### src/rtl/uart_tx_arbiter_if.sv
// Requester-side and transmitter-side signals of the UART transmit arbiter.
// The master modport belongs to the arbiter, the slave modport to its environment.
interface uart_tx_arbiter_if #(
    parameter int NUM_REQ = 4,
    parameter int ID_W    = 2
);
    logic [NUM_REQ-1:0]   req_valid;
    logic [8*NUM_REQ-1:0] req_data;
    logic [NUM_REQ-1:0]   req_ready;
    logic                 tx_start;
    logic [7:0]           tx_data;
    logic                 tx_busy;
    logic [ID_W-1:0]      grant_id;
    logic                 active;

    modport master (
        input  req_valid, req_data, tx_busy,
        output req_ready, tx_start, tx_data, grant_id, active
    );

    modport slave (
        output req_valid, req_data, tx_busy,
        input  req_ready, tx_start, tx_data, grant_id, active
    );
endinterface

### src/rtl/uart_tx_arbiter.sv
// Round-robin arbiter sharing one UART transmitter among NUM_REQ byte producers.
// Define UART_ARB_ID_PREFIX_EN to precede every granted byte with a header byte {4'hA, id}.
module uart_tx_arbiter #(
    parameter int NUM_REQ    = 4,
    parameter int ID_W       = 2,
    parameter int GAP_CYCLES = 16
) (
    input logic clk,
    input logic rst,
    uart_tx_arbiter_if.master bus
);

    typedef enum logic [2:0] {IDLE, START, WAIT_HI, WAIT_LO, GAP, HDR} state_t;

    localparam logic [7:0] GAP_INIT = 8'(GAP_CYCLES);

    state_t          state, state_nx;
    logic [ID_W-1:0] rr_ptr;
    logic [ID_W-1:0] grant_id_q;
    logic [ID_W-1:0] win, hi_idx, lo_idx;
    logic            hi_found, lo_found, any_req;
    logic [7:0]      win_byte;
    logic [7:0]      tx_q;
    logic [7:0]      gap_cnt;
    logic            grant, gap_load;
`ifdef UART_ARB_ID_PREFIX_EN
    logic [7:0]      data_q;
    logic            hdr_phase;
    logic            hdr_done;
`endif

    // Lowest valid index at or above rr_ptr wins; otherwise wrap to the lowest valid index.
    always_comb begin
        hi_found = 1'b0;
        lo_found = 1'b0;
        hi_idx   = '0;
        lo_idx   = '0;
        win_byte = 8'h00;
        for (int j = 0; j < NUM_REQ; j++) begin
            if (bus.req_valid[j]) begin
                if (!hi_found && (ID_W'(j) >= rr_ptr)) begin
                    hi_found = 1'b1;
                    hi_idx   = ID_W'(j);
                end
                if (!lo_found) begin
                    lo_found = 1'b1;
                    lo_idx   = ID_W'(j);
                end
            end
        end
        any_req = lo_found;
        win     = hi_found ? hi_idx : lo_idx;
        for (int j = 0; j < NUM_REQ; j++) begin
            if (ID_W'(j) == win) begin
                win_byte = bus.req_data[8*j +: 8];
            end
        end
    end

    always_comb begin
        state_nx = state;
        grant    = 1'b0;
        gap_load = 1'b0;
`ifdef UART_ARB_ID_PREFIX_EN
        hdr_done = 1'b0;
`endif
        case (state)
            IDLE: begin
                if (any_req && !bus.tx_busy) begin
                    grant = 1'b1;
`ifdef UART_ARB_ID_PREFIX_EN
                    state_nx = HDR;
`else
                    state_nx = START;
`endif
                end
            end
`ifdef UART_ARB_ID_PREFIX_EN
            HDR:     state_nx = WAIT_HI;
`endif
            START:   state_nx = WAIT_HI;
            WAIT_HI: if (bus.tx_busy) state_nx = WAIT_LO;
            WAIT_LO: begin
                if (!bus.tx_busy) begin
`ifdef UART_ARB_ID_PREFIX_EN
                    // Header frame done: data byte follows with no idle gap.
                    if (hdr_phase) begin
                        hdr_done = 1'b1;
                        state_nx = START;
                    end else
`endif
                    if (GAP_CYCLES == 0) begin
                        state_nx = IDLE;
                    end else begin
                        state_nx = GAP;
                        gap_load = 1'b1;
                    end
                end
            end
            GAP:     if (gap_cnt <= 8'd1) state_nx = IDLE;
            default: state_nx = IDLE;
        endcase
    end

    always_ff @(posedge clk) begin
        if (rst) state <= IDLE;
        else     state <= state_nx;
    end

    always_ff @(posedge clk) begin
        if (rst) begin
            rr_ptr     <= '0;
            grant_id_q <= '0;
            tx_q       <= 8'h00;
            gap_cnt    <= 8'h00;
`ifdef UART_ARB_ID_PREFIX_EN
            data_q     <= 8'h00;
            hdr_phase  <= 1'b0;
`endif
        end else begin
            if (grant) begin
                grant_id_q <= win;
                rr_ptr     <= (win == ID_W'(NUM_REQ - 1)) ? '0 : win + 1'b1;
`ifdef UART_ARB_ID_PREFIX_EN
                tx_q       <= {4'hA, 4'(win)};
                data_q     <= win_byte;
                hdr_phase  <= 1'b1;
`else
                tx_q       <= win_byte;
`endif
            end
`ifdef UART_ARB_ID_PREFIX_EN
            if (hdr_done) begin
                tx_q      <= data_q;
                hdr_phase <= 1'b0;
            end
`endif
            if (gap_load) begin
                gap_cnt <= GAP_INIT;
            end else if (state == GAP && gap_cnt != 8'h00) begin
                gap_cnt <= gap_cnt - 8'h01;
            end
        end
    end

    always_comb begin
        bus.req_ready = '0;
        for (int j = 0; j < NUM_REQ; j++) begin
            bus.req_ready[j] = (state == START) && (grant_id_q == ID_W'(j));
        end
`ifdef UART_ARB_ID_PREFIX_EN
        bus.tx_start = (state == START) || (state == HDR);
`else
        bus.tx_start = (state == START);
`endif
    end

    assign bus.tx_data  = tx_q;
    assign bus.grant_id = grant_id_q;
    assign bus.active   = (state != IDLE);

endmodule

### src/flat_wrapper.sv
// flat-port wrapper written by rule: the top's interface ports become plain ports
module uart_tx_arbiter_flat 
#(
    parameter int NUM_REQ    = 4,
    parameter int ID_W       = 2,
    parameter int GAP_CYCLES = 16
)
  (clk, rst, bus_req_valid, bus_req_data, bus_tx_busy, bus_req_ready, bus_tx_start, bus_tx_data, bus_grant_id, bus_active);
  uart_tx_arbiter_if #(.NUM_REQ(NUM_REQ), .ID_W(ID_W)) bus_i ();
  input logic clk;
  input logic rst;
  input wire logic [$bits(bus_i.req_valid)-1:0] bus_req_valid;
  input wire logic [$bits(bus_i.req_data)-1:0] bus_req_data;
  input wire logic [$bits(bus_i.tx_busy)-1:0] bus_tx_busy;
  output wire logic [$bits(bus_i.req_ready)-1:0] bus_req_ready;
  output wire logic [$bits(bus_i.tx_start)-1:0] bus_tx_start;
  output wire logic [$bits(bus_i.tx_data)-1:0] bus_tx_data;
  output wire logic [$bits(bus_i.grant_id)-1:0] bus_grant_id;
  output wire logic [$bits(bus_i.active)-1:0] bus_active;
  assign bus_i.req_valid = bus_req_valid;
  assign bus_i.req_data = bus_req_data;
  assign bus_i.tx_busy = bus_tx_busy;
  assign bus_req_ready = bus_i.req_ready;
  assign bus_tx_start = bus_i.tx_start;
  assign bus_tx_data = bus_i.tx_data;
  assign bus_grant_id = bus_i.grant_id;
  assign bus_active = bus_i.active;
  uart_tx_arbiter #(.NUM_REQ(NUM_REQ), .ID_W(ID_W), .GAP_CYCLES(GAP_CYCLES)) u_core (.clk(clk), .rst(rst), .bus(bus_i));
endmodule
### config.mk
export PLATFORM = sky130hd
export DESIGN_NAME = uart_tx_arbiter_flat
export DESIGN_NICKNAME = d
export VERILOG_FILES = /design/src/rtl/uart_tx_arbiter_if.sv /design/src/rtl/uart_tx_arbiter.sv /design/src/flat_wrapper.sv
export SDC_FILE = /design/constraint.sdc
export NUM_CORES = 1
export LEC_CHECK = 0
export BUFFER_PORTS_ARGS = -buffer_cell sky130_fd_sc_hd__buf_4
export CORE_UTILIZATION = 43
export DETAILED_ROUTE_END_ITERATION = 16
export PLACE_DENSITY_LB_ADDON = 0.2
export SYNTH_ARGS = -nofsm -noshare
export SYNTH_HDL_FRONTEND = slang
export SYNTH_SLANG_ARGS = --single-unit
export TNS_END_PERCENT = 10
### constraint.sdc
create_clock -name clk -period 2 [get_ports clk]
set_input_delay 0.2 -clock clk [delete_from_list [all_inputs] [get_ports clk]]
set_output_delay 0.2 -clock clk [all_outputs]
set_load 0.01 [all_outputs]
==> impl_results.md <==
* Run status: finished, final reports clean
* Final-stage net count at 291
* Die Height at 58.8 um
* Max-Cap Viols at 0
* Row cnt at 20
* Area overhead of the layout relative to synthesis at 45.0%
* Sequential cell area fraction in the yosys report at 0.332
* Share of total power in sequential cells at 0.437
* Number of pins exceeding their max-slew limit in the final report at 0
* Total nets after synthesis at 230
* Post-synthesis instance area at 0.00139 mm^2
* Global Route Usage Sum at 0.192
* Sort of element at the start of the critical path: flip-flop
* Critical Path, Cell by Cell: or3b_2 -> o221a_4 -> inv_2 -> ha_2 -> buf_12 -> a21oi_1 -> a221oi_1 -> nor3_1
* Largest area contributor in the netlist: dfxtp_1
* Placeable core region at 0.00305 mm^2
* Fraction of final layout cells with drive strength greater than 1 at 0.340
* Cell Pwr Density at 591 mW/mm^2
* Xor-xnor portion of the synthesized cell area at 0.0190
* Worst path required time at 2200 ps
* Transition time at the pin with the least slew margin at 439 ps
* Post-synthesis share of cell area spent on and, or, nand and nor gates at 0.258
* Final standard cell count with taps included and fillers excluded at 288
* Initial core utilization at 0.454
* Antenna violations before repair at 0
* Cell count after synthesis at 184
* Final number of hold-violating endpoints at 0
* Peak supply drop at 0.253 mV
* Clock H-tree levels at 1
* Switching power as a share of total power at 0.319
* Max transition margin at 0.707
* Global-route wire length before repair at 5220 um
* Fmax at 514 MHz
* Pwr Total at 1.19 mW
* Clock insertion delay at the later pin of the skew report at 310 ps
* Delay-heaviest family, CP: simple AND/OR/NAND/NOR gates
* Total CTS buffers at 3
* Internal power at 0.809 mW
* Worst path slowest cell: or3b_2
* Clock group share of total power at 0.181
* Endpoint arrival time on the critical path at 2150 ps
* Buffers & Inverters on Critical Path at 2
* Share of async-settable or async-resettable flops after synthesis at 0
* Synthesized area per cell at 7.53 um^2
* Final critical path time including I/O delays and setup at 1940 ps
* Number of register bits inferred by synthesis at 23
* Via count of the first global-routing pass at 1249
* Count of buffers from port buffering at 54
* Tcrit/Tclk final at 0.972
* Total placed cells including tap cells at 283
* Critical setup path kind: flip-flop to flip-flop
* Area share of the leading cell type in the synthesized netlist at 0.332
* Via Count at 1509
* Endpoint type of the worst setup path: flip-flop
* Via density per instance at 5.24
* Most repeated cell in the gate-level netlist after synthesis: a21oi_1
* Count of pins on the block boundary at 55
* Remaining antenna violation count at 0
* Global placement routability congestion at 0.820
* Aggregate routed wire length at 3410 um
* Setup skew after layout at 6.07 ps
* Worst-path fanout max at 16
* Yosys warns at 0
* Root buffer cell: clkbuf_4
* Multiplexer share of the synthesized area at 0.0217
* Synth top cells by count: a21oi_1, dfxtp_1, nor2_1
* Clk sinks at 23
* Setup violation total in the final timing report at 0
* Antenna diodes at 0
* Adder-cell share of the synthesized area at 0.0632
* Top post-synthesis cells by area: dfxtp_1, a21oi_1, ha_1
* Remaining Overflow, GRT at 0
* Clock tree from TritonCTS: yes
* Count of unresolved DRC violations after routing at 0
* Combinational power share at 0.382
* Post-synth EDFFs at 0
* CTS max path bufs at 2
* Die footprint at 0.00346 mm^2
* Quantity of hold-fixing buffers added after cts at 0
* R2R setup slack at 60 ps
* Number of DRC markers in iteration 0 at 82
* Half-perimeter wire length after placement at 2590 um
* Share of the synthesized area in compound gates (AO/OA/AOI/OAI) at 0.239
* Number of distinct library cells after synthesis at 34
* Die X at 58.8 um
* Dominant combinational cell family by area after synthesis: simple AND/OR/NAND/NOR gates
* Hold/Removal Path Class: input pin to flip-flop
* Net switching power of the design at 0.380 mW
* Total leakage power at 0.875 nW
* Largest net degree at the start of global routing at 18
* First drt pass iteration count at 4
* Stage delay of the slowest cell on the critical path at 480 ps
* Clock-pin slew on the worst setup and hold paths at 120 ps
* WL per Instance at 11.8 um
* Commonest register cell after synthesis: dfxtp_1
metrics by stage:
stage | worst slack [ps] | hold WS [ps] | util | instance area, um^2 | setup TNS (ps)
after detailed placement | -88.2 | 484 | 0.630 | 1920 | -148
after floorplan | -1.67 | 367 | - | 1400 | -1.67
after global routing | -29.6 | 193 | 0.659 | 2010 | -86.8
after global placement | -33.3 | 483 | 0.630 | 1920 | -34.2
after CTS | -22.1 | 180 | 0.639 | 1950 | -37.5
final | 56.0 | 185 | 0.659 | 2010 | 0
repair_timing:
| action | 4_1_cts | 5_1_grt |
|---|---|---|
| setup endpoints to repair | 6 | 8 |
| setup buffers | 0 | 1 |
| pin swaps | 0 | 6 |
| gates resized for setup | 1 | 13 |
layout by cell type (no fill, tap or decap), drive strengths merged, types with 2 or more instances in the layout:
cell    instances
mux2i           3
or3b            2
nand2          15
dfxtp          23
clkbuf          4
nor3b           3
buf            66
inv            14
nor2           21
a21oi          28
nor3           12
a221oi          8
xnor2           2
a211oi          3
nor4            4
ha              7
o21ai          10
or3             5
worst paths after layout:
path         cells after the start                endpoint                   from
max                              8   u_core.bus.tx_data[5]       u_core.rr_ptr[1]
min                              2  u_core.bus.grant_id[1]                    rst
max reg2reg                      8   u_core.bus.tx_data[5]       u_core.rr_ptr[1]
min reg2reg                      2   u_core.bus.tx_data[1]  u_core.bus.tx_data[1]
layer usage:
layer / GRT usage / share of wire / vias to the layer above
met2: 0.343 / 0.50 / 43
met5: 0 / 0 / -
met4: 0.0510 / 0.0065 / 0
met1: 0.244 / 0.46 / 681
li1: - / - / 783
met3: 0.0198 / 0.034 / 2
power groups by stage:
stage / clock (mW) / sequential, mW / combinational, mW
finish: 0.215 / 0.520 / 0.454
global route: 0.244 / 0.525 / 0.495
CTS: 0.225 / 0.520 / 0.416
detailed placement: 0 / 0.530 / 0.412
global placement: 0 / 0.529 / 0.410
floorplan: 0 / 0.538 / 0.215
cell type report:
type	instances	area, um^2
Clock buffer	4	26.3
Multi-Input combinational cell	137	892
Inverter	14	52.6
Sequential cell	23	464
Tap cell	44	55.1
Fill cell	288	1040
Timing Repair Buffer	66	520
flip-flops by register name, indices dropped and copies added (netlist names):
| register | flops |
|---|---|
| u_core.bus.tx_data | 8 |
| u_core.gap_cnt | 8 |
| u_core.state | 3 |
| u_core.bus.grant_id | 2 |
| u_core.rr_ptr | 2 |
cell families (layout without fill, tap and decap cells):
| kind of cell | count (synthesis) | in the layout |
|---|---|---|
| AND/OR/NAND/NOR | 69 | 69 |
| flip-flops | 23 | 23 |
| adder cells (fa/ha/maj) | 7 | 7 |
| XOR/XNOR | 3 | 3 |
| AO/OA/AOI/OAI | 55 | 55 |
| buffers and inverters | 24 | 84 |
| multiplexers | 3 | 3 |
Power figures use the tool's default switching activity.
